## src/rtl/uart_bus_writer_if.sv

```systemverilog
// Parallel bus between the writer and a 16550-style UART chip.
interface uart_bus_writer_if #(
  parameter int unsigned DATA_W = 8,
  parameter int unsigned ADDR_W = 3
);
  logic [ADDR_W-1:0] uart_addr;
  logic [DATA_W-1:0] uart_dout;
  logic              uart_doe;
  logic [DATA_W-1:0] uart_din;
  logic              csn;
  logic              wrn;
  logic              rdn;

  // Writer side drives the bus and strobes; the UART returns read data.
  modport master (
    output uart_addr, uart_dout, uart_doe, csn, wrn, rdn,
    input  uart_din
  );

  modport slave (
    input  uart_addr, uart_dout, uart_doe, csn, wrn, rdn,
    output uart_din
  );
endinterface

```

## src/rtl/uart_bus_writer.sv

```systemverilog
// Buffers bytes pushed on data_ready rising edges and drains them to an external UART,
// polling LSR.THRE before each burst and generating programmable csn/wrn/rdn timing.
module uart_bus_writer #(
  parameter int unsigned DATA_W     = 8,
  parameter int unsigned ADDR_W     = 3,
  parameter int unsigned FIFO_DEPTH = 16,
  parameter int unsigned SETUP_CYC  = 2,
  parameter int unsigned STROBE_CYC = 4,
  parameter int unsigned HOLD_CYC   = 2,
  parameter int unsigned THR_ADDR   = 0,
  parameter int unsigned LSR_ADDR   = 5,
  parameter int unsigned THRE_BIT   = 5,
  parameter int unsigned POLL_EN    = 1,
  parameter int unsigned BURST_LEN  = 16
) (
  input  logic                        clk_sample,
  input  logic                        rst,
  input  logic                        data_ready,
  input  logic [DATA_W-1:0]           din,
  output logic [$clog2(FIFO_DEPTH):0] fifo_level,
  output logic                        fifo_full,
  output logic                        overflow,
  output logic                        busy,
  uart_bus_writer_if.master           bus
);

  localparam int unsigned LVL_W   = $clog2(FIFO_DEPTH) + 1;
  localparam int unsigned PTR_W   = $clog2(FIFO_DEPTH);
  localparam int unsigned MAX_CYC = (SETUP_CYC > STROBE_CYC) ?
                                    ((SETUP_CYC > HOLD_CYC) ? SETUP_CYC : HOLD_CYC) :
                                    ((STROBE_CYC > HOLD_CYC) ? STROBE_CYC : HOLD_CYC);
  localparam int unsigned CNT_W   = $clog2(MAX_CYC) + 1;
  localparam int unsigned BST_W   = $clog2(BURST_LEN + 1);

  localparam logic [CNT_W-1:0]  SETUP_LD  = CNT_W'(SETUP_CYC - 1);
  localparam logic [CNT_W-1:0]  STROBE_LD = CNT_W'(STROBE_CYC - 1);
  localparam logic [CNT_W-1:0]  HOLD_LD   = CNT_W'(HOLD_CYC - 1);
  localparam logic [ADDR_W-1:0] THR_A     = ADDR_W'(THR_ADDR);
  localparam logic [ADDR_W-1:0] LSR_A     = ADDR_W'(LSR_ADDR);
  localparam logic [BST_W-1:0]  BURST_MAX = BST_W'(BURST_LEN);
  localparam logic [LVL_W-1:0]  LVL_FULL  = LVL_W'(FIFO_DEPTH);

  typedef enum logic [3:0] {
    StIdle, StRdSetup, StRdStrobe, StRdHold, StEval, StWrSetup, StWrStrobe, StWrHold, StGap
  } state_e;

  // FIFO storage and control
  logic [DATA_W-1:0] r_mem [FIFO_DEPTH];
  logic [PTR_W-1:0]  r_wr_ptr, r_rd_ptr;
  logic [LVL_W-1:0]  r_level;
  logic              r_dr_d, r_ovf;
  logic              w_push_edge, w_push, w_pop, w_full, w_empty;

  // FSM and registered bus outputs
  state_e            r_state;
  logic [CNT_W-1:0]  r_cnt;
  logic [BST_W-1:0]  r_burst;
  logic [DATA_W-1:0] r_lsr;
  logic              r_repoll;
  logic              r_csn, r_wrn, r_rdn, r_doe;
  logic [ADDR_W-1:0] r_addr;
  logic [DATA_W-1:0] r_dout;

  // Only THRE is consumed; the full LSR is kept for debug visibility.
  logic w_unused_lsr;
  assign w_unused_lsr = ^r_lsr;

  assign w_full      = (r_level == LVL_FULL);
  assign w_empty     = (r_level == '0);
  assign w_push_edge = data_ready & ~r_dr_d;
  // A pop in the same cycle frees a slot, so a push at full is still accepted.
  assign w_push      = w_push_edge & (~w_full | w_pop);

  // Pop happens on every entry into WrSetup.
  always_comb begin
    w_pop = 1'b0;
    unique case (r_state)
      StIdle:  w_pop = !w_empty && (POLL_EN == 0);
      StEval:  w_pop = r_lsr[THRE_BIT];
      StGap:   w_pop = !r_repoll && !w_empty && !((POLL_EN != 0) && (r_burst == BURST_MAX));
      default: w_pop = 1'b0;
    endcase
  end

  // FIFO storage write (no reset needed on data).
  always_ff @(posedge clk_sample) begin
    if (w_push) r_mem[r_wr_ptr] <= din;
  end

  // Edge detect, pointers, level counter and sticky overflow.
  always_ff @(posedge clk_sample or posedge rst) begin
    if (rst) begin
      r_dr_d   <= 1'b0;
      r_ovf    <= 1'b0;
      r_wr_ptr <= '0;
      r_rd_ptr <= '0;
      r_level  <= '0;
    end else begin
      r_dr_d <= data_ready;
      if (w_push_edge && w_full && !w_pop) r_ovf <= 1'b1;
      if (w_push) r_wr_ptr <= r_wr_ptr + 1'b1;
      if (w_pop)  r_rd_ptr <= r_rd_ptr + 1'b1;
      case ({w_push, w_pop})
        2'b10:   r_level <= r_level + 1'b1;
        2'b01:   r_level <= r_level - 1'b1;
        default: r_level <= r_level;
      endcase
    end
  end

  // Bus sequencer: each timed phase reloads r_cnt on entry and exits when it reaches zero.
  always_ff @(posedge clk_sample or posedge rst) begin
    if (rst) begin
      r_state  <= StIdle;
      r_cnt    <= '0;
      r_burst  <= '0;
      r_lsr    <= '0;
      r_repoll <= 1'b0;
      r_csn    <= 1'b1;
      r_wrn    <= 1'b1;
      r_rdn    <= 1'b1;
      r_doe    <= 1'b0;
      r_addr   <= '0;
      r_dout   <= '0;
    end else begin
      if (r_cnt != '0) r_cnt <= r_cnt - 1'b1;
      unique case (r_state)
        StIdle: begin
          if (!w_empty) begin
            r_burst <= '0;
            r_csn   <= 1'b0;
            r_cnt   <= SETUP_LD;
            if (w_pop) begin
              r_state <= StWrSetup;
              r_addr  <= THR_A;
              r_doe   <= 1'b1;
              r_dout  <= r_mem[r_rd_ptr];
            end else begin
              r_state <= StRdSetup;
              r_addr  <= LSR_A;
              r_doe   <= 1'b0;
            end
          end
        end
        StRdSetup: begin
          if (r_cnt == '0) begin
            r_state <= StRdStrobe;
            r_rdn   <= 1'b0;
            r_cnt   <= STROBE_LD;
          end
        end
        StRdStrobe: begin
          if (r_cnt == '0) begin
            r_lsr   <= bus.uart_din;
            r_state <= StRdHold;
            r_rdn   <= 1'b1;
            r_cnt   <= HOLD_LD;
          end
        end
        StRdHold: begin
          if (r_cnt == '0) begin
            r_state <= StEval;
            r_csn   <= 1'b1;
          end
        end
        StEval: begin
          if (w_pop) begin
            r_state <= StWrSetup;
            r_csn   <= 1'b0;
            r_cnt   <= SETUP_LD;
            r_addr  <= THR_A;
            r_doe   <= 1'b1;
            r_dout  <= r_mem[r_rd_ptr];
          end else begin
            r_state  <= StGap;
            r_repoll <= 1'b1;
          end
        end
        StWrSetup: begin
          if (r_cnt == '0) begin
            r_state <= StWrStrobe;
            r_wrn   <= 1'b0;
            r_cnt   <= STROBE_LD;
          end
        end
        StWrStrobe: begin
          if (r_cnt == '0) begin
            r_state <= StWrHold;
            r_wrn   <= 1'b1;
            r_cnt   <= HOLD_LD;
          end
        end
        StWrHold: begin
          if (r_cnt == '0) begin
            r_state  <= StGap;
            r_csn    <= 1'b1;
            r_doe    <= 1'b0;
            r_burst  <= r_burst + 1'b1;
            r_repoll <= 1'b0;
          end
        end
        StGap: begin
          r_repoll <= 1'b0;
          if (w_empty && !r_repoll) begin
            r_state <= StIdle;
          end else begin
            r_csn <= 1'b0;
            r_cnt <= SETUP_LD;
            if (r_burst == BURST_MAX) r_burst <= '0;
            if (w_pop) begin
              r_state <= StWrSetup;
              r_addr  <= THR_A;
              r_doe   <= 1'b1;
              r_dout  <= r_mem[r_rd_ptr];
            end else begin
              r_state <= StRdSetup;
              r_addr  <= LSR_A;
              r_doe   <= 1'b0;
            end
          end
        end
        default: r_state <= StIdle;
      endcase
    end
  end

  assign fifo_level    = r_level;
  assign fifo_full     = w_full;
  assign overflow      = r_ovf;
  assign busy          = (r_state != StIdle);
  assign bus.csn       = r_csn;
  assign bus.wrn       = r_wrn;
  assign bus.rdn       = r_rdn;
  assign bus.uart_doe  = r_doe;
  assign bus.uart_addr = r_addr;
  assign bus.uart_dout = r_dout;

endmodule

```

## src/flat_wrapper.sv

```systemverilog
// flat-port wrapper written by rule: the top's interface ports become plain ports
module uart_bus_writer_flat 
#(
  parameter int unsigned DATA_W     = 8,
  parameter int unsigned ADDR_W     = 3,
  parameter int unsigned FIFO_DEPTH = 16,
  parameter int unsigned SETUP_CYC  = 2,
  parameter int unsigned STROBE_CYC = 4,
  parameter int unsigned HOLD_CYC   = 2,
  parameter int unsigned THR_ADDR   = 0,
  parameter int unsigned LSR_ADDR   = 5,
  parameter int unsigned THRE_BIT   = 5,
  parameter int unsigned POLL_EN    = 1,
  parameter int unsigned BURST_LEN  = 16
)
  (clk_sample, rst, data_ready, din, fifo_level, fifo_full, overflow, busy, bus_uart_addr, bus_uart_dout, bus_uart_doe, bus_csn, bus_wrn, bus_rdn, bus_uart_din);
  uart_bus_writer_if #(.DATA_W(DATA_W), .ADDR_W(ADDR_W)) bus_i ();
  input  logic clk_sample;
  input  logic rst;
  input  logic data_ready;
  input  logic [DATA_W-1:0] din;
  output logic [$clog2(FIFO_DEPTH):0] fifo_level;
  output logic fifo_full;
  output logic overflow;
  output logic busy;
  output wire logic [$bits(bus_i.uart_addr)-1:0] bus_uart_addr;
  output wire logic [$bits(bus_i.uart_dout)-1:0] bus_uart_dout;
  output wire logic [$bits(bus_i.uart_doe)-1:0] bus_uart_doe;
  output wire logic [$bits(bus_i.csn)-1:0] bus_csn;
  output wire logic [$bits(bus_i.wrn)-1:0] bus_wrn;
  output wire logic [$bits(bus_i.rdn)-1:0] bus_rdn;
  input wire logic [$bits(bus_i.uart_din)-1:0] bus_uart_din;
  assign bus_uart_addr = bus_i.uart_addr;
  assign bus_uart_dout = bus_i.uart_dout;
  assign bus_uart_doe = bus_i.uart_doe;
  assign bus_csn = bus_i.csn;
  assign bus_wrn = bus_i.wrn;
  assign bus_rdn = bus_i.rdn;
  assign bus_i.uart_din = bus_uart_din;
  uart_bus_writer #(.DATA_W(DATA_W), .ADDR_W(ADDR_W), .FIFO_DEPTH(FIFO_DEPTH), .SETUP_CYC(SETUP_CYC), .STROBE_CYC(STROBE_CYC), .HOLD_CYC(HOLD_CYC), .THR_ADDR(THR_ADDR), .LSR_ADDR(LSR_ADDR), .THRE_BIT(THRE_BIT), .POLL_EN(POLL_EN), .BURST_LEN(BURST_LEN)) u_core (.clk_sample(clk_sample), .rst(rst), .data_ready(data_ready), .din(din), .fifo_level(fifo_level), .fifo_full(fifo_full), .overflow(overflow), .busy(busy), .bus(bus_i));
endmodule
```

## config.mk

```make
export PLATFORM = sky130hd
export DESIGN_NAME = uart_bus_writer_flat
export DESIGN_NICKNAME = d
export VERILOG_FILES = /design/src/rtl/uart_bus_writer_if.sv /design/src/rtl/uart_bus_writer.sv /design/src/flat_wrapper.sv
export SDC_FILE = /design/constraint.sdc
export NUM_CORES = 1
export LEC_CHECK = 0
export ABC_CLOCK_PERIOD_IN_PS = 8300
export CAP_MARGIN = 10
export CORE_ASPECT_RATIO = 1.5
export CORE_UTILIZATION = 46
export DETAILED_ROUTE_END_ITERATION = 12
export GPL_TIMING_DRIVEN = 0
export PLACE_DENSITY_LB_ADDON = 0.05
export SKIP_CTS_REPAIR_TIMING = 1
export SYNTH_ARGS = -nofsm -noshare
export SYNTH_HDL_FRONTEND = slang
export SYNTH_SLANG_ARGS = --single-unit
```

## constraint.sdc

```tcl
create_clock -name clk_sample -period 8.3 [get_ports clk_sample]
set_clock_uncertainty 0.05 [all_clocks]
set_input_delay 1.245 -clock clk_sample [delete_from_list [all_inputs] [get_ports clk_sample]]
set_output_delay 1.245 -clock clk_sample [all_outputs]
set_load 0.005 [all_outputs]
```

# Yosys cells after proc, flatten, opt, wreduce, memory -nomap -nowiden
# Memory sizes are Yosys's and may differ from the RTL's.
# Cells that the tools add are included.
# W data, S select, Z words.
[word_totals] word_cells=138 n_memories=1 register_bits=49 input_bits=19 out_inout_bits=23 ramBits=128
[memory_table] memory="u_core.r_mem" depth=16 word_bits=8 read_ports=1 rd_ports_with_merged_regs=0 wr=1 line_no="uart_bus_writer.sv:48" text="logic [DATA_W-1:0] r_mem [FIFO_DEPTH];"
[classes] eq_ne=24 muxes=51 n_reduce_logical=35 addsub=6 n_bitwise=5
[ops] operator="$mux W3" n=12
[ops] operator="$pmux W4 S9" n=1
[ops] operator="$mux W4" n=8
[ops] operator="$mux W8" n=3
[ops] operator="$pmux W8 S3" n=1
[ops] operator="$mux W5" n=4
[ops] operator="$ne A2 B1 Y1 const B" n=9
[ops] operator="$eq A4 B3 Y1 const B" n=4
[ops] operator="$pmux W3 S5" n=1
[ops] operator="$pmux W5 S3" n=1
[ops] operator="$reduce_and A5 Y1" n=3
[ops] operator="$mux W1" n=12
[ops] operator="$reduce_and A3 Y1" n=4
[ops] operator="$reduce_bool A3 Y1" n=4
[ops] operator="$reduce_bool A4 Y1" n=3
[ops] operator="$add A5 B1 Y5 const B" n=2
[ops] operator="$eq A5 B5 Y1 const B" n=2
[ops] operator="$pmux W5 S2" n=1
[ops] operator="$pmux W3 S3" n=1
[ops] operator="$add A4 B1 Y4 const B" n=2
[ops] operator="$eq A4 B2 Y1 const B" n=2
[ops] operator="$pmux W1 S4" n=2
[ops] operator="$reduce_and A7 Y1" n=1
[ops] operator="$ne A2 B2 Y1 const B" n=3
[ops] operator="other kinds (20)" n=35

# Depth between registers and ports, before layout
[depth] ltp_word=9 ltp_mapped=12 depth_no_buf=11

# Worst setup path before layout
# No wires, ideal clock.
[synth_timing] path_type="input-to-reg" from="in data_ready" to="mem u_core.r_mem[5][0], enable pin" setup_ns=0.385 path_slack_ns=5.041 stages=5 t_arrival_ns=2.824 cell_sequence="nor2b_1 clkbuf_1 a21boi_2 nand2_2 nor3b_1"
[synth_via] elab_chain_len=4
[synth_lines] item="start: declaration" line_no="flat_wrapper.sv:20" text="input logic data_ready;"
[synth_lines] item="$and A1 B1 Y1" line_no="uart_bus_writer.sv:70" text="assign w_push_edge = data_ready & ~r_dr_d;"
[synth_lines] item="$and A1 B1 Y1" line_no="uart_bus_writer.sv:72" text="assign w_push = w_push_edge & (~w_full | w_pop);"
[synth_lines] item="$mux W1" line_no="uart_bus_writer.sv:87" text="if (w_push) r_mem[r_wr_ptr] <= din;"
[synth_lines] item="$mux W1 (implied by the code)" line_no="uart_bus_writer.sv:87"
[synth_lines] item="end: declaration" line_no="uart_bus_writer.sv:48"
# Every way passes these cells.

# Final worst setup path
[layout_timing] from="in data_ready" to="mem u_core.r_mem[12][7], enable pin"
# The elaborated chain is that of the path after synthesis.

==> flow_summary_export.csv <==
group,metric,value,unit
cells_and_area,final_cells,709,
logic_synthesis,ys_types,51,
global_routing,grt_pass1_vias,4206,
worst_setup_path,required,8.28,ns
die,die_area,16000,um^2
worst_setup_path,end_kind,"flop",
die,rows,55,
global_routing,track_usage,19.9,%
logic_synthesis,syn_inst,444,
worst_setup_path,critical_path_arrival,3.67,ns
logic_synthesis,synthSimpleGateAreaFrac,7.62,%
logic_synthesis,syn-cell-area,7120,um^2
sta,rsz0062_at_grt,"false",
clock_network,cts_made_buffers,17,
drt,drc_errors,0,
global_routing,gr-total-overflow,0,
power_and_ir_drop,p_per_area,317,nW/um^2
sta,worst_slew_margin_rel,35.1,%
cells_and_area,multi_input_area,2070,um^2
power_and_ir_drop,max-vdd-ir-drop,157,uV
power_and_ir_drop,p_leak,2.90,nW
drt,wl,14600,um
die,die_h,154,um
clock_network,clkTransAtPathRegs,0.07,ns
logic_synthesis,synth_compound_area_share,5.85,%
sta,setup_tns,0,ns
drt,route.vias.total,3951,
drt,dr.first_iter.drc_count,342,
logic_synthesis,yosys-mux-area-fraction,11.6,%
clock_network,clock_tree.buffer_depth,2,
logic_synthesis,syn_nets,474,
placed_design,gp_congestion,0.849,
cells_and_area,nNetsFinal,527,
clock_network,cts_root_buf,"clkbuf_16",
global_routing,grt_max_degree,31,
logic_synthesis,synth_top_family_by_area,"multiplexers",
die,initial_utilization,47.1,%
hold_path,holdCritPathClass,"flop to flop",
outcome,status,"completed",
placed_design,portBuffers,33,
die,ios,42,
placed_design,post-place-cells,677,
die,core_area,15100,um^2
drt,vias_per_cell,5.57,
logic_synthesis,syn_avg_cell_area,16.0,um^2
clock_network,cts.htree.levels,4,
worst_setup_path,path_max_fanout,10,
global_routing,grt_pass1_wl,23400,um
worst_setup_path,start_kind,"input pin",
cells_and_area,diodes,0,
logic_synthesis,ys_ff_latch,170,
cells_and_area,areaGrowthSynthToFinish,16.6,%
cells_and_area,nFillCells,1225,
drt,first_pass_iters,4,
sta,finalSetupViolations,0,
worst_setup_path,crit_type,"input pin to flop",
global_routing,antenna_found_initial,0,
sta,min_period,3.68,ns
placed_design,place_hpwl,10400,um
worst_setup_path,cp_slowest_cell,"nor2_1",
logic_synthesis,synth_xor_area_share,1.60,%
sta,finalCritPeriodShare,44.4,%
logic_synthesis,yosysWarningCount,0,
sta,final-hold-violation-count,0,
sta,final_max_slew_viol_count,0,
worst_setup_path,slowest_delay,0.80,ns
drt,post_drt_wl_per_cell,20.5,um
sta,fmax,0.272,GHz
clock_network,clk_latency,0.42,ns
logic_synthesis,synthAdderAreaFrac,1.93,%
logic_synthesis,synth_seq_area_share,68.8,%
run,max_cap_violations,0,
die,die_w,104,um
worst_setup_path,crit_chain,"clkdlybuf4s50_1 -> nor2b_1 -> clkbuf_1 -> a21boi_2 -> nand2_2 -> nor2_1",
sta,worst_pin_slew,0.970,ns
clock_network,clkSinkCount,170,
cells_and_area,drive_gt1_share,19.4,%
cells_and_area,regArea,4900,um^2
clock_network,tritoncts,"done",
drt,ant_nets,0,
==> power breakdown <==
group          switching (mW)  leakage (nW)  internal (mW)
logic                   0.408         0.950          0.380
clock network           0.340         0.284          0.408
registers              0.0715          1.67           1.03
total                   0.819          2.90           1.82
==> critical path: cells and delay by family <==
kind            cells  cell delay (ns)
simple gates        3             1.14
buf+inv             2             0.80
compound gates      1             0.48
==> layer usage <==
layer | GRT usage, % | part of all wire [%]
met5 | 0 | 0
met4 | 7.32 | 2.0
met3 | 3.75 | 2.2
met2 | 38.8 | 58
met1 | 20.9 | 38
==> cell families (layout without fill, tap and decap cells) <==
kind of cell / after synthesis / in the layout
AO/OA/AOI/OAI: 59 / 59
XOR/XNOR: 13 / 13
adder cells (fa/ha/maj): 11 / 11
buffers and inverters: 40 / 106
flip-flops: 170 / 170
multiplexers: 41 / 41
other: 1 / 1
AND/OR/NAND/NOR: 109 / 109
==> cell type report <==
class                      instances  share of cell area, %
multi-input combinational        234                   25.0
tap                              199                   3.00
sequential                       170                   58.9
buffer                            26                   1.55
clock buffer                      18                   5.42
timing repair buffer              34                   4.22
inverter                          14                  0.632
clock inverter                    14                   1.28
==> cells in the mapped netlist (all sizes together) <==
library cell  instances  area [um^2]
edfxtp              128         3840
nor3b                 2         15.0
dfrtp                39          976
a21oi                 5         28.8
o211ai                2         15.0
nand4                 2         12.5
nand2b                5         31.3
ha                   11          138
a21o                  2         15.0
nand3                12         60.1
o32ai                 2         17.5
mux2                  5         56.3
clkbuf               14         52.6
o2bb2ai               1         8.76
nor2b                 9         56.3
a31o                  1         8.76
mux4                 33          743
or4b                  1         13.8
a221o                 1         10.0
a211oi                2         15.0
nand2                31          119
or4                   3         22.5
and3                  4         25.0
xor2                  5         43.8
buf                  12         76.3
dfstp                 3         78.8
nor4                  3         18.8
xnor2                 8         70.1
nor3                  8         40.0
nor4bb                2         20.0
and2                  1         6.26
a31oi                 3         25.0
inv                  14         52.6
a21boi                2         22.5
a22o                  7         61.3
o22ai                 1         6.26
conb                  1         3.75
a221oi                7         61.3
o21ai                21          105
o41ai                 1         8.76
nor2                 24         90.1
mux2i                 3         30.0
a22oi                 1         7.51
or3                   2         12.5
==> placed cells by master, fill, tap and decap left out, drive strengths merged, types with 3 or more instances in the layout <==
cell type,n
edfxtp,128
dfrtp,39
mux4,33
clkdlybuf4s50,33
clkbuf,32
nand2,31
nor2,24
inv,23
o21ai,21
buf,13
nand3,12
ha,11
nor2b,9
xnor2,8
nor3,8
a22o,7
a221oi,7
mux2,5
xor2,5
nand2b,5
a21oi,5
clkinv,5
and3,4
nor4,3
mux2i,3
or4,3
dfstp,3
a31oi,3
==> final timing paths <==
path                                        start              endpoint  cells after the start  slack [ns]
min in group asynchronous                     rst  u_core.fifo_level[3]                      2        1.05
max in group asynchronous                     rst        u_core.bus.wrn                      3        6.62
worst max-delay path                   data_ready   u_core.r_mem[12][7]                      6        4.62
worst min-delay path              u_core.overflow       u_core.overflow                      1        0.42
worst min register to register    u_core.overflow       u_core.overflow                      1        0.42
worst max register to register  u_core.r_burst[0]  u_core.fifo_level[4]                     12        5.05
==> per-stage QoR <==
| stage | utilization, % | area, um^2 | setup WS (ns) | hold WS (ns) | power, mW |
|---|---|---|---|---|---|
| floorplan | - | 7120 | 5.04 | 0.416 | 1.64 |
| global placement | 50.9 | 7700 | 3.67 | 0.404 | 1.90 |
| detailed placement | 51.2 | 7750 | 4.12 | 0.410 | 1.92 |
| CTS | 54.9 | 8310 | 4.57 | 0.427 | 2.67 |
| global route | 54.9 | 8310 | 4.33 | 0.435 | 2.78 |
| finish | 54.9 | 8310 | 4.62 | 0.422 | 2.64 |
==> sequential cells by signal (all words and copies together) (netlist names), 3 cells and up <==
| signal | flops |
|---|---|
| u_core.r_mem | 128 |
| u_core.bus.uart_dout | 8 |
| u_core.fifo_level | 5 |
| u_core.r_burst | 5 |
| u_core.r_rd_ptr | 4 |
| u_core.r_state | 4 |
| u_core.r_wr_ptr | 4 |
| u_core.r_cnt | 3 |
Power figures use the tool's default switching activity.
==> variant 1, RTL diff (same flow settings) <==
`POLL_EN` is set to 1 in 2 places; all go to 0.
--- a/src/rtl/uart_bus_writer.sv
+++ b/src/rtl/uart_bus_writer.sv
@@ -10,7 +10,7 @@
   parameter int unsigned THR_ADDR   = 0,
   parameter int unsigned LSR_ADDR   = 5,
   parameter int unsigned THRE_BIT   = 5,
-  parameter int unsigned POLL_EN    = 1,
+  parameter int unsigned POLL_EN    = 0,
   parameter int unsigned BURST_LEN  = 16
 ) (
   input  logic                        clk_sample,
--- a/src/flat_wrapper.sv
+++ b/src/flat_wrapper.sv
@@ -10,7 +10,7 @@
   parameter int unsigned THR_ADDR   = 0,
   parameter int unsigned LSR_ADDR   = 5,
   parameter int unsigned THRE_BIT   = 5,
-  parameter int unsigned POLL_EN    = 1,
+  parameter int unsigned POLL_EN    = 0,
   parameter int unsigned BURST_LEN  = 16
 )
   (clk_sample, rst, data_ready, din, fifo_level, fifo_full, overflow, busy, bus_uart_addr, bus_uart_dout, bus_uart_doe, bus_csn, bus_wrn, bus_rdn, bus_uart_din);
Formal check against the unedited RTL: not equivalent (Yosys sat finds a counterexample within 4 cycles, from zero or initial values and one cycle with rst high).
==> variant 1 against the original RTL <==
- area after synthesis is 0.93% lower
- design area is 0.51% lower
- die area is 0.92% lower
- first-iteration DRC count is 40% lower
- combinational power is 45% higher
- total power is 15% higher
- setup slack better by 0.053 ns
- fmax is 1.5% higher
- wire length is 2.1% higher
- sequential cell count is 5 lower
- global-route usage is 0.76 points higher
- critical path type is now reg -> out
==> variant 1: results (changes against the original RTL) <==
| Metric | Value |
|---|---|
| Status | `complete, no violations` |
| Via-per-instance ratio | `5.59 (+0.24%)` |
| Post-Synthesis Cells | `416 (-6.3%)` |
| Kind of capture point of the worst setup path | `primary output` |
| Average wire per cell in the routed design | `21.7 microns (+5.8%)` |
| Largest register FFs | `128 (unchanged)` |
| Endpoint of the worst setup timing path | `busy` |
| Net switching power figure | `1.00 mW (+22%)` |
| Post-Place Cell Area | `0.00766 sq mm (-1.2%)` |
| Launch point of the critical path | `u_core.r_state[3]` |
| Routability Congestion | `0.824 (-2.9%)` |
| Tightest Pin Transition | `0.854 ns (-0.116 ns)` |
| Via count | `3821 (-3.3%)` |
| Top post-synthesis cells by area | `sky130_fd_sc_hd__edfxtp_1, sky130_fd_sc_hd__dfrtp_1, sky130_fd_sc_hd__mux4_2, sky130_fd_sc_hd__ha_1, sky130_fd_sc_hd__nor2_1` |
| Global-route wire length before repair | `22400 microns (-4.3%)` |
| Sequential cell area fraction in the yosys report | `67.6% (-1.1 points)` |
| Worst Reg-to-Reg Cells | `11 (-1)` |
| Source of the worst register-to-register timing path | `u_core.fifo_level[0]` |
| Async SR Flop Fraction | `22.4% (-2.3 points)` |
| Register-to-register setup slack | `5.14 ns (+0.09 ns)` |
| Syn nets | `447 (-5.7%)` |
| Peak supply drop | `0.141 mV (-10%)` |
| Initial DRC count | `205 (-40%)` |
| Yosys cell types | `64 (+25%)` |
| Cell leakage power | `2.87 nW (-1.2%)` |
| Max Clk Rate | `276 MHz (+1.5%)` |
| Number of H-tree branching levels | `4 (unchanged)` |
| Worst-case setup slack after placement | `4.42 ns (+0.306 ns)` |
| Overall global routing resource usage | `20.6% (+0.76 points)` |
| Most used standard cells in the synthesized netlist | `sky130_fd_sc_hd__edfxtp_1, sky130_fd_sc_hd__nor2_1, sky130_fd_sc_hd__dfrtp_1, sky130_fd_sc_hd__mux4_2, sky130_fd_sc_hd__nand2_1` |
| Inst Count DP | `652 (-3.7%)` |
| Arrival time of data at the critical path endpoint | `2.33 ns (-1.34 ns)` |
| Fraction of final layout cells with drive strength greater than 1 | `22.1% (+2.7 points)` |
| Vias in the first global route | `3933 (-6.5%)` |
variant 1: cell count changes after synthesis, sizes merged, moves of 7 or more:
cell | before | now
a2111oi | 0 | 10
nand2 | 31 | 20
a221oi | 7 | 0
nand3 | 12 | 3
nor2 | 24 | 37
o21ai | 21 | 10
variant 1: layer usage:
metal	track usage, %	part of all wire [%]	wire length, microns	up-vias
li1	-	-	-	1737
met1	23.5	38	5620	1973
met2	37.3	56	8340	89
met3	3.73	3.7	547	22
met4	8.38	2.3	344	0
met5	0	0	0	-
variant 1: final cells by class:
| cell class | instances | area, sq um |
|---|---|---|
| Clock buffer | 18 | 429 |
| Inverter | 10 | 37.5 |
| Multi-Input combinational cell | 217 | 2070 |
| Sequential cell | 165 | 4770 |
| Clock inverter | 14 | 176 |
| Buffer | 24 | 179 |
| Fill cell | 1193 | 6800 |
| Timing Repair Buffer | 37 | 355 |
| Tap cell | 199 | 249 |
variant 1: worst max-delay path, cell delays in order, from the launching register on:
cell,delay (ns)
sky130_fd_sc_hd__dfrtp_1,0.44
sky130_fd_sc_hd__clkbuf_1,0.39
sky130_fd_sc_hd__clkbuf_1,0.42
sky130_fd_sc_hd__or3_1,0.17
sky130_fd_sc_hd__clkdlybuf4s50_1,0.49
variant 1: logic make-up (layout without fill, tap and decap cells):
group	Yosys count	in the layout	synth area share (%)
buffers and inverters	34	103	3.07
xor gates and xnor gates	11	11	1.36
AOI/OAI and AO/OA	56	56	7.04
DFF	165	165	67.6
adders and majority gates	12	12	2.23
other	1	1	0.0531
muxes	43	43	12.0
and+or+nand+nor	94	94	6.58
variant 1: how the worst min path moves through the flow:
| stage | startpoint | slack [ns] | cells past startpoint | endpoint |
|---|---|---|---|---|
| after detailed placement | u_core.overflow | 0.41 | 1 | u_core.overflow |
| final | u_core.overflow | 0.42 | 1 | u_core.overflow |
| after global placement | u_core.overflow | 0.40 | 1 | u_core.overflow |
| after CTS | u_core.overflow | 0.42 | 1 | u_core.overflow |
| after global routing | u_core.overflow | 0.46 | 1 | u_core.overflow |
| after floorplan | u_core.overflow | 0.42 | 1 | u_core.overflow |
variant 1: power groups by stage:
stage	clock [mW]	sequential [mW]	combinational, mW
2_1_floorplan	0	1.10	0.796
3_3_place_gp	0	1.11	1.14
3_5_place_dp	0	1.12	1.15
4_1_cts	0.818	1.10	1.16
5_1_grt	0.845	1.12	1.24
6_report	0.803	1.10	1.14
variant 1: per-stage QoR:
stage	util (%)	power, mW
after global placement	50.7	2.25
final	54.9	3.04
after detailed placement	50.8	2.27
after floorplan	-	1.90
after CTS	54.9	3.08
after global routing	54.9	3.20
==> variant 2, RTL diff (config.mk and constraints unchanged) <==
Without the edit above. Re-encode `state_e` (9 states) as one-hot, 9 bits wide.
--- a/src/rtl/uart_bus_writer.sv
+++ b/src/rtl/uart_bus_writer.sv
@@ -40,8 +40,8 @@
   localparam logic [BST_W-1:0]  BURST_MAX = BST_W'(BURST_LEN);
   localparam logic [LVL_W-1:0]  LVL_FULL  = LVL_W'(FIFO_DEPTH);
 
-  typedef enum logic [3:0] {
-    StIdle, StRdSetup, StRdStrobe, StRdHold, StEval, StWrSetup, StWrStrobe, StWrHold, StGap
+  typedef enum logic [8:0] {
+    StIdle = 9'b000000001, StRdSetup = 9'b000000010, StRdStrobe = 9'b000000100, StRdHold = 9'b000001000, StEval = 9'b000010000, StWrSetup = 9'b000100000, StWrStrobe = 9'b001000000, StWrHold = 9'b010000000, StGap = 9'b100000000
   } state_e;
 
   // FIFO storage and control
Check against the original RTL: no difference found for any inputs over 10 cycles, from zero or initial values and one cycle with rst high; not proved beyond that.
==> variant 2 against the original RTL <==
- total power fell by 7.8%
- clock power rose by 11%
- setup slack got worse by 0.11 ns
- area after synthesis rose by 7.8%
- hold slack improved by 0.017 ns
- sequential cell count rose by 5
- wire length rose by 19%
- design area rose by 7.2%
- first-iteration DRC count fell by 5.6%
- critical path type is now reg -> out
- largest cell class unchanged
==> variant 2: results (changes against the original RTL) <==
| Metric | Value |
|---|---|
| Cell leakage power | `3.27 nW (+13%)` |
| Syn nets | `529 (+12%)` |
| Yosys cell types | `75 (+47%)` |
| Async SR Flop Fraction | `26.9% (+2.2 points)` |
| WHS Endpoint | `u_core.bus.wrn` |
| Sequential cell area fraction in the yosys report | `65.4% (-3.3 points)` |
| Worst max-slew margin expressed relative to the limit | `33.7% (-1.4 points)` |
| Global-route wire length before repair | `26600 microns (+14%)` |
| Post-layout net count | `582 (+10%)` |
| Worst Reg-to-Reg Cells | `6 (-6)` |
| Fraction of final layout cells with drive strength greater than 1 | `20.1% (+0.69 points)` |
| Peak supply drop | `0.177 mV (+13%)` |
| Hold-critical path depth | `2 (+1)` |
| Maximum cell stage delay along the critical path | `0.47 ns (-0.33 ns)` |
| HP Start | `u_core.bus.wrn` |
| Slowest cell on the critical path | `sky130_fd_sc_hd__nor4_4` |
| Source of the worst register-to-register timing path | `u_core.r_state[3]` |
| Overall global routing resource usage | `21.8% (+1.9 points)` |
| Clk Latency, worst-skew pair | `0.43 ns` |
| Most used standard cells in the synthesized netlist | `sky130_fd_sc_hd__edfxtp_1, sky130_fd_sc_hd__dfrtp_1, sky130_fd_sc_hd__nor2_1, sky130_fd_sc_hd__mux4_2, sky130_fd_sc_hd__nand2_1` |
| Antenna Cells | `0 (unchanged)` |
| Pre-Repair DR Iteration Count | `5 (+1)` |
| Final HPWL from detailed placement | `12400 microns (+20%)` |
| Routability Congestion | `0.886 (+4.4%)` |
| Critical register-to-register path endpoint | `u_core.r_mem[11][5]` |
| Average wire per cell in the routed design | `22.6 microns (+10%)` |
| Largest register by flop count | `u_core.r_mem` |
| Maximum number of pins on one net before global-route repair | `27 (-13%)` |
| Share of the synthesized area in compound gates (AO/OA/AOI/OAI) | `7.72% (+1.9 points)` |
| Portion of netlist area occupied by mux cells | `10.8% (-0.85 points)` |
| Post-Place Cell Area | `0.00829 sq mm (+6.9%)` |
| Vias in the first global route | `4675 (+11%)` |
| Xor/xnor share of the synthesized area | `1.71% (+0.11 points)` |
| Top fanout value on the critical path | `9 (-1)` |
| Initial DRC count | `323 (-5.6%)` |
| Via-per-instance ratio | `5.78 (+3.8%)` |
| Top post-synthesis cells by area | `sky130_fd_sc_hd__edfxtp_1, sky130_fd_sc_hd__dfrtp_1, sky130_fd_sc_hd__mux4_2, sky130_fd_sc_hd__ha_1, sky130_fd_sc_hd__nor2_1` |
| Worst Hold Slack | `0.439 ns (+0.0174 ns)` |
| Arrival time of data at the critical path endpoint | `2.50 ns (-1.17 ns)` |
| Max Clk Rate | `264 MHz (-2.9%)` |
| Share of synthesized cell area in full adder, half adder and majority cells | `2.38% (+0.45 points)` |
| Status | `complete, no violations` |
==> variant 2: cell types whose count changed in the layout (fill, tap and decap cells not counted), sizes merged, moves of 5 or more <==
| cell | change |
|---|---|
| nor2 | +10 |
| clkbuf | -7 |
| buf | +6 |
| nand4 | +6 |
| and2 | +5 |
==> variant 2: critical path: cells and delay by family (launching register included) <==
kind                   cells  cell delay, ns
buffers and inverters      3            0.90
flip-flops                 1            0.36
AND/OR/NAND/NOR            3            0.81
==> variant 2: where the power goes <==
group / switching (mW) / internal [mW]
registers: 0.0606 / 1.02
clock network: 0.371 / 0.461
logic: 0.283 / 0.231
total: 0.715 / 1.72
==> variant 2: area by class of cell <==
class	count	area, sq um
fillers	1342	7350
well taps	206	258
clock inverters	15	191
multi-input cells	278	2460
flip-flops and latches	175	5020
clock buffers	17	425
inverters	17	63.8
plain buffers	26	133
repair buffers	34	350
==> variant 2: stage by stage <==
step	setup WS, ns	utilization (%)	cells	total power, mW
global placement	4.74	50.9	735	1.61
CTS	4.49	54.8	768	2.45
floorplan	5.42	-	496	1.43
finish	4.51	54.8	768	2.43
global route	4.36	54.8	768	2.55
detailed placement	4.73	51.0	736	1.62
==> variant 2: kinds of logic after synthesis <==
group | after synthesis
muxes | 41
DFF | 175
buffers and inverters | 43
AOI/OAI and AO/OA | 77
and+or+nand+nor | 130
adders and majority gates | 14
xor gates and xnor gates | 15
other | 1
==> variant 2: worst max-delay path by stage <==
stage,startpoint,to,cells past startpoint
5_1_grt,u_core.r_state[5],busy,6
3_3_place_gp,data_ready,u_core.r_mem[12][2],5
6_report,u_core.r_state[5],busy,6
2_1_floorplan,data_ready,u_core.fifo_level[4],8
3_5_place_dp,data_ready,u_core.fifo_level[4],9
4_1_cts,u_core.r_state[5],busy,6
==> variant 2: per-layer routing <==
layer	GRT usage (%)	wire, microns	vias up
met2	40.7	9830	111
met4	10.7	668	0
met1	22.5	6360	2257
li1	-	-	2029
met5	0	0	-
met3	4.45	482	44
